==> src/rtl/bus_arbiter_pkg.sv <==
// Shared definitions for the bus arbiter: FSM encodings and the index-width helper.
package bus_arbiter_pkg;

  localparam logic [1:0] ARB_IDLE  = 2'b00;
  localparam logic [1:0] ARB_GRANT = 2'b01;

  // Index width is clog2 of the count, but never narrower than one bit.
  function automatic int idx_width(input int n);
    return (n > 1) ? $clog2(n) : 1;
  endfunction

endpackage

==> src/rtl/bus_arbiter_rr_pick.sv <==
// Combinational round-robin pick: the first set request at or after ptr, with wrap-around.
module rr_pick #(
  parameter int N = 4,
  parameter int W = 2
) (
  input  logic [N-1:0] req,
  input  logic [W-1:0] ptr,
  output logic [N-1:0] onehot,
  output logic [W-1:0] idx,
  output logic         any_valid
);

  logic [W-1:0] cand [N];

  for (genvar gi = 0; gi < N; gi++) begin : g_cand
    assign cand[gi] = W'((32'(ptr) + gi) % N);
  end

  always_comb begin
    onehot    = '0;
    idx       = '0;
    any_valid = 1'b0;
    for (int off = 0; off < N; off++) begin
      if (!any_valid && req[cand[off]]) begin
        any_valid        = 1'b1;
        idx              = cand[off];
        onehot[cand[off]] = 1'b1;
      end
    end
  end

endmodule

==> src/rtl/bus_arbiter.sv <==
// Round-robin bus arbiter with a registered one-hot grant held for a whole transaction.
// Optional watchdog forced release is enabled by defining ARB_TIMEOUT_EN.
module bus_arbiter
  import bus_arbiter_pkg::*;
#(
  parameter int N_MASTERS      = 4,
  parameter int TIMEOUT_CYCLES = 255
) (
  input  logic                              clk_i,
  input  logic                              rst_i,
  input  logic [N_MASTERS-1:0]              req_i,
  input  logic                              ack_i,
  output logic [N_MASTERS-1:0]              gnt_o,
  output logic [idx_width(N_MASTERS)-1:0]   gnt_id_o,
  output logic                              busy_o,
  output logic                              timeout_o
);

  localparam int IW = idx_width(N_MASTERS);

  logic [1:0]           state_reg, state_next;
  logic [N_MASTERS-1:0] gnt_reg, gnt_next;
  logic [IW-1:0]        id_reg, id_next;
  logic [IW-1:0]        ptr_reg, ptr_next;

  logic [N_MASTERS-1:0] pick_req, pick_onehot;
  logic [IW-1:0]        pick_idx;
  logic                 pick_valid;
  logic                 owner_req, release_evt, force_evt;
  logic                 load_pick, go_idle;

`ifdef ARB_TIMEOUT_EN
  localparam int CW = $clog2(TIMEOUT_CYCLES + 1);
  logic [CW-1:0] cnt_reg, cnt_next;
  logic          timeout_reg;

  // An ack or an abort in the final cycle is an ordinary release, so no forced one.
  assign force_evt = (state_reg == ARB_GRANT) && owner_req && !ack_i &&
                     (cnt_reg == CW'(TIMEOUT_CYCLES - 1));
`else
  assign force_evt = 1'b0;
`endif

  assign owner_req   = |(req_i & gnt_reg);
  assign release_evt = ack_i || !owner_req || force_evt;
  // A stuck master is excluded from the pick that evicts it.
  assign pick_req    = force_evt ? (req_i & ~gnt_reg) : req_i;

  rr_pick #(
    .N (N_MASTERS),
    .W (IW)
  ) u_pick (
    .req       (pick_req),
    .ptr       (ptr_reg),
    .onehot    (pick_onehot),
    .idx       (pick_idx),
    .any_valid (pick_valid)
  );

  always_comb begin
    state_next = state_reg;
    gnt_next   = gnt_reg;
    id_next    = id_reg;
    ptr_next   = ptr_reg;
    load_pick  = 1'b0;
    go_idle    = 1'b0;

    case (state_reg)
      ARB_IDLE: begin
        if (pick_valid) load_pick = 1'b1;
      end
      ARB_GRANT: begin
        if (release_evt) begin
          if (pick_valid) load_pick = 1'b1;
          else            go_idle   = 1'b1;
        end
      end
      default: go_idle = 1'b1;
    endcase

    if (load_pick) begin
      state_next = ARB_GRANT;
      gnt_next   = pick_onehot;
      id_next    = pick_idx;
      ptr_next   = (pick_idx == IW'(N_MASTERS - 1)) ? '0 : pick_idx + 1'b1;
    end else if (go_idle) begin
      state_next = ARB_IDLE;
      gnt_next   = '0;
      id_next    = '0;
    end
  end

  always_ff @(posedge clk_i or posedge rst_i) begin
    if (rst_i) begin
      state_reg <= ARB_IDLE;
      gnt_reg   <= '0;
      id_reg    <= '0;
      ptr_reg   <= '0;
    end else begin
      state_reg <= state_next;
      gnt_reg   <= gnt_next;
      id_reg    <= id_next;
      ptr_reg   <= ptr_next;
    end
  end

`ifdef ARB_TIMEOUT_EN
  always_comb begin
    cnt_next = cnt_reg;
    if (load_pick)                     cnt_next = '0;
    else if (state_reg == ARB_GRANT)   cnt_next = cnt_reg + 1'b1;
  end

  always_ff @(posedge clk_i or posedge rst_i) begin
    if (rst_i) begin
      cnt_reg     <= '0;
      timeout_reg <= 1'b0;
    end else begin
      cnt_reg     <= cnt_next;
      timeout_reg <= force_evt;
    end
  end

  assign timeout_o = timeout_reg;
`else
  assign timeout_o = 1'b0;
`endif

  assign gnt_o    = gnt_reg;
  assign gnt_id_o = id_reg;
  assign busy_o   = |gnt_reg;

endmodule
==> config.mk <==
export PLATFORM = sky130hd
export DESIGN_NAME = bus_arbiter
export DESIGN_NICKNAME = d
export VERILOG_FILES = /design/src/rtl/bus_arbiter_pkg.sv /design/src/rtl/bus_arbiter_rr_pick.sv /design/src/rtl/bus_arbiter.sv
export SDC_FILE = /design/constraint.sdc
export NUM_CORES = 1
export LEC_CHECK = 0
export ABC_AREA = 1
export BUFFER_PORTS_ARGS = -buffer_cell sky130_fd_sc_hd__buf_2
export CAP_MARGIN = 5
export CORE_AREA = 2 2 55 44
export DETAILED_ROUTE_END_ITERATION = 8
export DIE_AREA = 0 0 57 46
export PLACE_DENSITY_LB_ADDON = 0.08
export SYNTH_ARGS = -nofsm -noshare
export SYNTH_HDL_FRONTEND = slang
export SYNTH_SLANG_ARGS = --single-unit
==> constraint.sdc <==
create_clock -name clk_i -period 6.5 [get_ports clk_i]
set_clock_uncertainty 0.2 [all_clocks]
set_input_delay 0.65 -clock clk_i [delete_from_list [all_inputs] [get_ports clk_i]]
set_output_delay 0.65 -clock clk_i [all_outputs]
set_load 0.05 [all_outputs]
# Word-level counts from Yosys, hierarchy flattened
# Index checks and enable logic that the tools add are counted.
[op_classes] add_sub_neg=4 muxes=40 magnitude_cmp=8 n_bitwise=4 reduce_logical=16 n_eq_ne=2
[ops] cell="$mux W4" count=6
[ops] cell="$mux W1" count=16
[ops] cell="$mux W2" count=8
[ops] cell="$lt A2 B3 Y1 const B" count=4
[ops] cell="$or A4 B4 Y4" count=3
[ops] cell="$bmux W1 S2" count=4
[ops] cell="$demux W1 S2" count=4
[ops] cell="$ge A2 B1 Y1 const B" count=4
[ops] cell="$reduce_or A4 Y1" count=2
[ops] cell="$logic_and A1 B1 Y1" count=7
[ops] cell="$add A2 B1 Y2 const B" count=2
[ops] cell="$add A2 B2 Y2 const B" count=2
[ops] cell="$and A4 B4 Y4" count=1
[ops] cell="$logic_not A1 Y1" count=4
[ops] cell="$pmux W1 S2" count=2
[ops] cell="$eq A2 B1 Y1 const B" count=1
[ops] cell="$eq A2 B2 Y1 const B" count=1
[ops] cell="$logic_not A2 Y1" count=1
[ops] cell="$reduce_bool A2 Y1" count=1
[ops] cell="$logic_or A1 B1 Y1" count=1
[totals] register_bits=10 elab_cells=78

# Longest topological paths before layout
[depth] depth_word=17 depth_mapped=15 ltp_nobuf=14

# Modules after synthesis
# A second synthesis with hierarchy kept.
[hier_totals] hier_cells=131 area_unflattened_um2=895.9
[modules_own_cells] mod="bus_arbiter" n_inst=1 cells_each=57 area_each_um2=455.4 seq_area_each_um2=225.2
[modules_own_cells] mod="rr_pick" n_inst=1 cells_each=74 area_each_um2=440.4 seq_area_each_um2=0.0

# Worst setup path after synthesis
# OpenSTA, ideal clock, no wires.
[synth_timing] path_type="reg-to-output" startpoint="register gnt_reg[3], in the netlist gnt_o[3]" endpoint="output busy_o" stages_incl_launch_ff=2 arrival_ps=1397 slack_ps=4253 path_buffers=0 path_cell_list="dfrtp_1 -> or4_1"
[synth_via] elab_chain_len=1
[synth_rtl] element="start: declaration" line_no="bus_arbiter.sv:22" source="logic [N_MASTERS-1:0] gnt_reg, gnt_next;"
[synth_rtl] element="start signal: assignment" line_no="bus_arbiter.sv:101" source="gnt_reg <= gnt_next;"
[synth_rtl] element="$reduce_or A4 Y1" line_no="bus_arbiter.sv:131" source="assign busy_o = |gnt_reg;"
[synth_rtl] element="end: declaration" line_no="bus_arbiter.sv:15" source="output logic busy_o,"
# No other way between the ends.

# Worst setup path after layout
[layout_timing] startpoint="register ptr_reg[0]" endpoint="register ptr_reg[0]"
[layout_via] elab_chain_len=15 word_cells_on_any_way=31 classes_between="add/sub (4); eq/ne (1); mux (20); reduce/logical (6)"
[layout_rtl] element="start: declaration" line_no="bus_arbiter.sv:24" source="logic [IW-1:0] ptr_reg, ptr_next;"
[layout_rtl] element="start signal: assignment" line_no="bus_arbiter.sv:103" source="ptr_reg <= ptr_next;"
[layout_rtl] element="parallel branches: the longest is 15 deep, another holds $add A2 B1 Y2"
# Several ways; the timed one is not identified. The select of a mux whose other input is x is not followed.
# A chain may end at the register's enable or synchronous reset.

==> flow_metrics.tcl <==
set metrics [dict create \
    dp.cells 166 \
    drt_iter0_drc 12 \
    coreArea_mm2 0.00214 \
    final_util_pct 51.4 \
    largest_reg_flops 4 \
    via_per_inst 5.01 \
    tightest_slew_ns 0.629 \
    dieArea_mm2 0.00262 \
    diodes 0 \
    crit_path_end "ptr_reg[0]" \
    final_hold_viol_count 0 \
    ff_latch_area_um2 225 \
    relSlewSlack_pct 58.1 \
    track_usage_pct 18.0 \
    drc 0 \
    worst_skew_pair.late_latency_ns 0.26 \
    path_class "flip-flop to flip-flop" \
    drv_slew 0 \
    outcome "completed" \
    area_growth_syn_to_layout_pct 10.4 \
    cts_tree "yes" \
    setup_viol_count_final 0 \
    instances_no_fill 170 \
    fill_cells 221 \
    min_period_ns 2.45 \
    r2r_cells 10 \
    ctsResizeCount 0 \
    cts_sinks 9 \
    synthCells 130 \
    critPathRequiredTime_ns 6.45 \
    startpoint_type "flip-flop" \
    worstSetupEndpointType "flip-flop" \
    netlist_area_um2 996 \
    cts-root-buf "clkbuf_4" \
    critPathArrivalTime_ns 2.40 \
    routed_wl_mm 2.14 \
    rsz0062_at_grt "no" \
    cts_hold_buffers 0 \
    ios 15 \
    post_cts_buffers 0 \
    grt_max_degree 14 \
    nets 161 \
    rows 15 \
    grt_overflow 0 \
    maxCapViolCount 0 \
    place_congestion 0.862 \
    synthTopCellsByArea "dfrtp_1 23%, nand2_1 12%, ha_1 10%" \
    yosysWarningCount 0 \
    ctsLongestPathBuffers 2 \
    dr.pass1.iters 4 \
    r2r_slack_ns 4.05 \
    grt_pass1_vias 795 \
    rr_startpoint "ptr_reg[0]" \
    grt_pass1_wl_mm 3.59 \
    synth_top_area_share_pct 22.6 \
    synth_seq_cells 9 \
    syn_nets 145 \
    antenna_found_initial 0 \
    wl_per_cell_um 12.6 \
    cts-buffers-inserted 3 \
    clkTransAtPathRegs_ns 0.06 \
    synth.largest_area_cell "dfrtp_1" \
    io_buffers 13 \
    die_w_um 57 \
    cp-startpoint "ptr_reg[0]" \
    avgSynthCellArea_um2 7.66 \
    min_period_over_period_pct 37.8 \
    max_freq_ghz 0.407 \
    setup_tns_ns 0 \
    cts-htree-levels 1 \
    multi_input_area_um2 667 \
    initial_core_util_pct 46.5 \
    cp_max_fo 13 \
    fp.dieH_um 46 \
    postRouteAntennaNets 0 \
    dp_hpwl_mm 1.72 \
    regToRegEndpoint "ptr_reg[0]" \
    drive_gt1_share_pct 31.7 \
    num_vias 852 \
    hold_path_class "input pin to asynchronous set/reset pin" \
    yosysUniqueCellTypes 26 \
    ys_seq_area_share_pct 22.6 \
]
-- logic make-up after synthesis --
family,count (synthesis),share of synthesized area [%]
compound gates,14,8.42
buf+inv,20,10.4
fa+ha+maj,8,10.1
flops,9,22.6
other cells,1,0.377
simple gates,78,48.1
-- worst min-delay path by stage --
| stage | from | to | slack, ns | cells after the start |
|---|---|---|---|---|
| final | rst_i | state_reg[0] | 0.15 | 2 |
| after global placement | gnt_id_o[1] | gnt_id_o[1] | 0.25 | 2 |
| after global routing | rst_i | ptr_reg[0] | 0.15 | 2 |
| after detailed placement | gnt_id_o[1] | gnt_id_o[1] | 0.25 | 2 |
| after CTS | rst_i | state_reg[0] | 0.15 | 2 |
| after floorplan | rst_i | gnt_id_o[0] | 0.28 | 1 |
-- area by class of cell --
type / instances / area share (%)
multi-input combinational: 101 / 60.6
sequential: 9 / 20.5
inverter: 18 / 7.74
tap: 25 / 2.84
clock buffer: 4 / 2.39
timing repair buffer: 13 / 5.92
-- cell usage after synthesis --
library cell / n
a21oi_1: 4
buf_4: 1
buf_6: 1
conb_1: 1
dfrtp_1: 9
ha_1: 8
inv_1: 13
inv_2: 2
inv_4: 1
inv_8: 2
nand2_1: 33
nand2_2: 8
nand2_4: 8
nand3_1: 7
nand3_2: 2
nand3_4: 3
nand3b_1: 1
nand4_1: 3
nand4_2: 1
nand4_4: 1
nor2_1: 9
nor2_2: 1
o21a_1: 1
o21ai_0: 8
o21ai_4: 1
or4_1: 1
-- critical path, cell delays in order, from the launching register on --
cell and delay (ns):
dfrtp_1 0.74, inv_8 0.10, ha_1 0.38, inv_1 0.10, nand3_2 0.10, nand2_4 0.10
nor2_2 0.21, nor2_1 0.07, nand2_2 0.13, nand3_4 0.09, o21a_1 0.11
-- routing by layer --
metal	global-route usage (%)	share of wire (%)	up-vias
li1	-	-	444
met1	25.0	50	389
met2	28.5	44	19
met3	4.55	5.2	0
met4	3.72	0	0
met5	0	0	-
-- per-stage QoR --
stage	setup slack [ns]	cell area [µm²]	hold WS, ns
global placement	4.11	1070	0.248
CTS	4.04	1100	0.151
global route	3.86	1100	0.151
floorplan	4.25	996	0.278
finish	4.05	1100	0.145
detailed placement	4.06	1070	0.253
-- cell usage in the layout, fill, tap and decap left out, types with 3 or more instances in the layout --
cell type and count:
clkbuf_4 3, ha_1 8, a21oi_1 4, nand2_4 8, nand2_2 8, dfrtp_1 9
inv_1 13, nand2_1 33, nand3_4 3, buf_2 13, o21ai_0 8, nand4_1 3
nand3_1 7, nor2_1 9
Power is left out: the tool's default activity adds up to more than one toggle a clock period on the data nets, which glitch-free logic cannot reach.
